<file path="src/rtl/data_mem_ctrl_if.sv">
// Request/response bundle between the core load/store path and data_mem_ctrl.
interface data_mem_ctrl_if #(
  parameter int ADDR_W = 8
);
  logic              req_valid;
  logic              req_ready;
  logic              req_we;
  logic [2:0]        req_size;
  logic [ADDR_W-1:0] req_addr;
  logic [31:0]       req_wdata;
  logic              rsp_valid;
  logic [31:0]       rsp_rdata;
  logic              rsp_err;

  modport master (
    output req_valid, req_we, req_size, req_addr, req_wdata,
    input  req_ready, rsp_valid, rsp_rdata, rsp_err
  );

  modport slave (
    input  req_valid, req_we, req_size, req_addr, req_wdata,
    output req_ready, rsp_valid, rsp_rdata, rsp_err
  );
endinterface

</file>
<file path="src/rtl/data_mem_ctrl.sv">
// Data-memory stage: one load/store at a time into a word RAM, with byte/half
// read-modify-write, load sign/zero extension and misalignment rejection.
//
// state | meaning
// IDLE  | ready for a request
// RD    | RAM word captured into rdbuf at end of cycle
// WR    | merged word written to RAM at end of cycle
// RSP   | one-cycle response pulse
module data_mem_ctrl #(
  parameter int ADDR_W = 8
) (
  input  logic           clk,
  input  logic           rst,
  data_mem_ctrl_if.slave bus
);
  localparam int IDX_W = ADDR_W - 2;
  localparam int DEPTH = 1 << IDX_W;

  typedef enum logic [1:0] {S_IDLE, S_RD, S_WR, S_RSP} state_t;

  state_t            state_q, state_d;
  logic              we_q, err_q;
  logic [2:0]        size_q;
  logic [ADDR_W-1:0] addr_q;
  logic [31:0]       wdata_q, rdbuf_q;
  logic [31:0]       mem_q [DEPTH];

  logic              accept, req_err;
  logic [IDX_W-1:0]  idx;
  logic [1:0]        off;
  logic [31:0]       wr_word, ld_data;
  logic [7:0]        ld_byte;
  logic [15:0]       ld_half;

  assign accept = bus.req_valid && (state_q == S_IDLE);
  assign idx    = addr_q[ADDR_W-1:2];
  assign off    = addr_q[1:0];

  always_comb begin
    req_err = 1'b1;
    case (bus.req_size)
      3'b000:  req_err = 1'b0;
      3'b001:  req_err = bus.req_addr[0];
      3'b010:  req_err = (bus.req_addr[1:0] != 2'b00);
      3'b100:  req_err = bus.req_we;
      3'b101:  req_err = bus.req_we || bus.req_addr[0];
      default: req_err = 1'b1;
    endcase
  end

  always_comb begin
    state_d = state_q;
    case (state_q)
      S_IDLE: begin
        if (accept) begin
          if (req_err)                                state_d = S_RSP;
          else if (bus.req_we && bus.req_size == 3'b010) state_d = S_WR;
          else                                        state_d = S_RD;
        end
      end
      S_RD:    state_d = we_q ? S_WR : S_RSP;
      S_WR:    state_d = S_RSP;
      S_RSP:   state_d = S_IDLE;
      default: state_d = S_IDLE;
    endcase
  end

  always_ff @(posedge clk) begin
    if (rst) begin
      state_q <= S_IDLE;
      we_q    <= 1'b0;
      err_q   <= 1'b0;
      size_q  <= '0;
      addr_q  <= '0;
      wdata_q <= '0;
      rdbuf_q <= '0;
    end else begin
      state_q <= state_d;
      if (accept) begin
        we_q    <= bus.req_we;
        err_q   <= req_err;
        size_q  <= bus.req_size;
        addr_q  <= bus.req_addr;
        wdata_q <= bus.req_wdata;
      end
      if (state_q == S_RD) rdbuf_q <= mem_q[idx];
    end
  end

  // Reset wins over the write so a store interrupted in WR leaves RAM intact.
  always_ff @(posedge clk) begin
    if (!rst && state_q == S_WR) mem_q[idx] <= wr_word;
  end

  always_comb begin
    wr_word = rdbuf_q;
    case (size_q[1:0])
      2'b00:   wr_word[{off, 3'b000} +: 8] = wdata_q[7:0];
      2'b01: begin
        if (off[1]) wr_word[31:16] = wdata_q[15:0];
        else        wr_word[15:0]  = wdata_q[15:0];
      end
      default: wr_word = wdata_q;
    endcase
  end

  assign ld_byte = rdbuf_q[{off, 3'b000} +: 8];
  assign ld_half = off[1] ? rdbuf_q[31:16] : rdbuf_q[15:0];

  always_comb begin
    ld_data = rdbuf_q;
    case (size_q)
      3'b000:  ld_data = {{24{ld_byte[7]}}, ld_byte};
      3'b001:  ld_data = {{16{ld_half[15]}}, ld_half};
      3'b100:  ld_data = {24'b0, ld_byte};
      3'b101:  ld_data = {16'b0, ld_half};
      default: ld_data = rdbuf_q;
    endcase
  end

  assign bus.req_ready = (state_q == S_IDLE);
  assign bus.rsp_valid = (state_q == S_RSP);
  assign bus.rsp_err   = (state_q == S_RSP) && err_q;
  assign bus.rsp_rdata = ((state_q == S_RSP) && !err_q && !we_q) ? ld_data : 32'b0;
endmodule

</file>
<file path="src/flat_wrapper.sv">
// flat-port wrapper written by rule: the top's interface ports become plain ports
module data_mem_ctrl_flat 
#(
  parameter int ADDR_W = 8
)
  (clk, rst, bus_req_valid, bus_req_we, bus_req_size, bus_req_addr, bus_req_wdata, bus_req_ready, bus_rsp_valid, bus_rsp_rdata, bus_rsp_err);
  data_mem_ctrl_if #(.ADDR_W(ADDR_W)) bus_i ();
  input  logic clk;
  input  logic rst;
  input wire logic [$bits(bus_i.req_valid)-1:0] bus_req_valid;
  input wire logic [$bits(bus_i.req_we)-1:0] bus_req_we;
  input wire logic [$bits(bus_i.req_size)-1:0] bus_req_size;
  input wire logic [$bits(bus_i.req_addr)-1:0] bus_req_addr;
  input wire logic [$bits(bus_i.req_wdata)-1:0] bus_req_wdata;
  output wire logic [$bits(bus_i.req_ready)-1:0] bus_req_ready;
  output wire logic [$bits(bus_i.rsp_valid)-1:0] bus_rsp_valid;
  output wire logic [$bits(bus_i.rsp_rdata)-1:0] bus_rsp_rdata;
  output wire logic [$bits(bus_i.rsp_err)-1:0] bus_rsp_err;
  assign bus_i.req_valid = bus_req_valid;
  assign bus_i.req_we = bus_req_we;
  assign bus_i.req_size = bus_req_size;
  assign bus_i.req_addr = bus_req_addr;
  assign bus_i.req_wdata = bus_req_wdata;
  assign bus_req_ready = bus_i.req_ready;
  assign bus_rsp_valid = bus_i.rsp_valid;
  assign bus_rsp_rdata = bus_i.rsp_rdata;
  assign bus_rsp_err = bus_i.rsp_err;
  data_mem_ctrl #(.ADDR_W(ADDR_W)) u_core (.clk(clk), .rst(rst), .bus(bus_i));
endmodule
</file>
<file path="config.mk">
export PLATFORM = sky130hd
export DESIGN_NAME = data_mem_ctrl_flat
export DESIGN_NICKNAME = d
export VERILOG_FILES = /design/src/rtl/data_mem_ctrl_if.sv /design/src/rtl/data_mem_ctrl.sv /design/src/flat_wrapper.sv
export SDC_FILE = /design/constraint.sdc
export NUM_CORES = 2
export LEC_CHECK = 0
export BUFFER_PORTS_ARGS = -buffer_cell sky130_fd_sc_hd__buf_2
export CAP_MARGIN = 5
export CELL_PAD_IN_SITES_DETAIL_PLACEMENT = 1
export CELL_PAD_IN_SITES_GLOBAL_PLACEMENT = 2
export CORE_MARGIN = 4
export CORE_UTILIZATION = 50
export DETAILED_ROUTE_END_ITERATION = 6
export GPL_TIMING_DRIVEN = 0
export PLACE_DENSITY_LB_ADDON = 0.1
export SYNTH_ARGS = -nofsm -noshare
export SYNTH_HDL_FRONTEND = slang
export SYNTH_SLANG_ARGS = --single-unit
export TNS_END_PERCENT = 1
</file>
<file path="constraint.sdc">
create_clock -name clk -period 10.2 [get_ports clk]
set_input_delay 0.51 -clock clk [delete_from_list [all_inputs] [get_ports clk]]
set_output_delay 0.51 -clock clk [all_outputs]
set_load 0.05 [all_outputs]
</file>
==> results.py <==
metrics = {
    "run_status": {
        "status": "finished with violations",
        "violations": "DRC, capacitance limit, slew limit",
    },
    "clock_network": {
        "clockBufferDepth": 3,
        "path_clk_slew_ns": 0.06,
        "cts_setup_buffers": 0,
        "cts_root_buf": "clkbuf_16",
        "cts_sinks": 2127,
        "numCtsBuffers": 215,
        "htree_levels": 4,
        "cts_tree": "done",
        "insertion_delay_ns": 0.92,
    },
    "cells_and_area": {
        "final_cell_mix": "edfxtp_1, mux2i_1, a221oi_1",
        "synthToLayoutAreaGrowth_pct": 17.0,
        "fin_nets": 5092,
        "instances_no_fill": 7411,
        "layout_commonest_cell": "edfxtp_1",
        "final_layout_size_suffix_gt1_share_pct": 19.4,
        "fin_area_mm2": 0.0961,
        "fillers": 14300,
    },
    "die": {
        "core_mm2": 0.163,
        "dieHeight_um": 413,
        "start_util_pct": 50.4,
        "fp.dieW_um": 413,
        "dieArea_mm2": 0.171,
        "rows": 148,
        "io_pins": 82,
    },
    "setup_path": {
        "cp-endpoint": "u_core.mem_q[48][7]$_DFFE_PP_",
        "cp_slowest_stage_delay_ns": 1.02,
        "crit_fanout": 18,
        "crit_buf_inv": 4,
        "critPathSlowestCell": "nor2_4",
        "worst_setup_path_start_kind": "flop",
        "crit_family": "simple AND/OR/NAND/NOR gates",
        "critPathLaunch": "u_core.addr_q[3]$_SDFFE_PP0P_",
        "required_ns": 10.77,
        "cp_data_arrival_time_ns": 5.82,
        "path_class": "reg -> reg",
        "r2r_slack_ns": 4.95,
        "reg2reg_depth": 7,
        "worstSetupEndpointType": "flop",
        "worstReg2RegStart": "u_core.addr_q[3]$_SDFFE_PP0P_",
        "cp.depth": 7,
        "path_cells": "buf_4 > nor2_1 > buf_2 > buf_1 > nand2_1 > nor2_4 > buf_12",
        "r2r_end": "u_core.mem_q[48][7]$_DFFE_PP_",
    },
    "sta": {
        "fin_skew_ns": 0.0458,
        "fmax_mhz": 190,
        "finalSetupViolCount": 0,
        "rsz0062_at_grt": "false",
        "hold_viol": 0,
        "setup_ws_ns": 4.95,
        "period_minus_slack_ns": 5.25,
        "slew_violations": 43,
        "worst_pin_slew_ns": 1.59,
        "fin_hold_ws_ns": 0.0463,
        "relSlewSlack_pct": -5.88,
        "period_share_pct": 51.5,
    },
    "route": {
        "wl_um": 352000,
        "route.vias.total": 53500,
        "viasPerCell": 7.21,
        "drtIter0Drc": 10100,
        "dr.pass1.iters": 7,
        "drc_errors": 21,
        "wire_per_inst_um": 47.5,
        "ant_nets": 0,
    },
    "synthesis": {
        "synth_edf_count": 2048,
        "yosysTopAreaCell": "edfxtp_1",
        "netlist_area_mm2": 0.0821,
        "syn-num-nets": 4613,
        "synthTopCellsByArea": "edfxtp_1, mux4_2, mux2i_1",
        "synth.distinct_cells": 71,
        "async_flop_share_pct": 0,
        "synth_seq_area_share_pct": 76.8,
        "synth_cells": 4557,
        "ys_warn_count": 0,
        "synth_top_area_share_pct": 74.9,
        "synth_flop_cell": "edfxtp_1",
        "syn_avg_cell_area_um2": 18.0,
        "synth_seq_cells": 2127,
    },
    "flow_run": {
        "drv_cap": 10,
    },
    "grt": {
        "antenna_found_initial": 44,
        "grt_pass1_vias": 51100,
        "grt_max_degree": 65,
        "grt_pass1_wl_um": 464000,
        "track_usage_pct": 41.3,
        "globalRouteOverflowTotal": 0,
    },
    "power": {
        "power_mw": 25.0,
        "ir_drop_mv": 0.228,
        "p_leak_nw": 30.4,
        "p_per_area_mw_per_mm2": 260,
    },
    "place": {
        "place_inst": 6941,
        "place.gp.congestion": 1.01,
        "portBuffers": 80,
        "post-dp-hpwl_um": 242000,
        "pre_cts_ws_ns": 5.32,
        "placed_area_mm2": 0.0888,
    },
    "worst_hold_path": {
        "timing.hold.worst.class": "in -> reg",
    },
}
==> tightest hold or removal path, stage by stage <==
cell and delay (ns):
buf_2 0.13, o221ai_1 0.12, a21oi_1 0.14
==> power breakdown <==
group	switching (mW)	leakage (nW)	internal, mW
Sequential	0.202	19.5	10.7
Clock	3.44	3.24	4.21
Combinational	4.91	7.65	1.51
Total	8.55	30.4	16.4
==> repair_timing <==
item / in CTS / in global routing
resized for setup: 0 / 0
hold endpoints to repair: 44 / 0
hold buffers: 44 / 0
==> kinds of logic after synthesis <==
group                      count (synthesis)  synth area share [%]
DFF                                     2127                  76.8
AOI/OAI and AO/OA                        979                  8.54
muxes                                    546                  9.64
and+or+nand+nor                          545                  2.82
buffers and inverters                    351                  2.07
adders and majority gates                  9                 0.137
==> stage by stage <==
stage	TNS [ns]	util [%]
2_1_floorplan	0	-
3_3_place_gp	-360.61	52.3
3_5_place_dp	0	54.5
4_1_cts	0	58.9
5_1_grt	0	59.0
6_report	0	59.0
==> sequential cells by signal (all words and copies together) (netlist names) <==
signal / flops
u_core.rdbuf_q: 32
u_core.we_q: 1
u_core.err_q: 1
u_core.wdata_q: 32
u_core.size_q: 3
u_core.addr_q: 8
u_core.mem_q: 2048
u_core.state_q: 2
==> per-layer routing <==
metal	vias up	track usage, %	part of all wire (%)
met3	1158	17.8	15
li1	19700	-	-
met1	27900	52.7	35
met4	32	27.5	8.3
met2	4663	57.3	42
met5	-	0.977	0.20
==> cell usage after synthesis (all sizes together) (4+ instances only) <==
master	n
a22o	18
o21a	5
o221ai	9
dfxtp	79
nor3	22
nand2	214
a222oi	7
mux2i	321
a221o	13
a221oi	276
nor2b	13
a211oi	13
o31ai	4
o22ai	80
mux2	32
inv	33
o21ai	136
clkbuf	127
a22oi	178
mux4	193
nor3b	4
nand2b	4
nand3	38
and2	7
ha	9
a21oi	158
edfxtp	2048
buf	190
nor2	211
a311oi	8
o31a	21
o2111ai	9
a31oi	18
nand4	12
==> worst min path at each step <==
stage                                          startpoint                               to  slack, ns  cells after the start
final                                       bus_req_valid   u_core.state_q[1]$_SDFFE_PP0P_       0.05                      3
after global routing                        bus_req_valid   u_core.state_q[0]$_SDFFE_PP0P_       0.07                      3
after CTS                                   bus_req_valid   u_core.state_q[0]$_SDFFE_PP0P_       0.04                      3
after detailed placement    u_core.size_q[2]$_SDFFE_PP0P_    u_core.size_q[2]$_SDFFE_PP0P_       0.45                      2
after global placement    u_core.wdata_q[30]$_SDFFE_PP0P_  u_core.wdata_q[30]$_SDFFE_PP0P_       0.45                      2
after floorplan             u_core.size_q[2]$_SDFFE_PP0P_    u_core.size_q[2]$_SDFFE_PP0P_       0.44                      2
==> cell type report <==
cell class / count / area, um^2 / share of cell area (%)
timing repair buffer: 262 / 3770 / 3.92
clock buffer: 289 / 5770 / 6.00
sequential: 2127 / 63100 / 65.6
multi-input combinational: 2079 / 18200 / 18.9
inverter: 34 / 128 / 0.133
clock inverter: 108 / 880 / 0.915
antenna: 20 / 50.0 / 0.0521
tap: 2175 / 2720 / 2.83
buffer: 317 / 1570 / 1.64
Power figures use the tool's default switching activity.
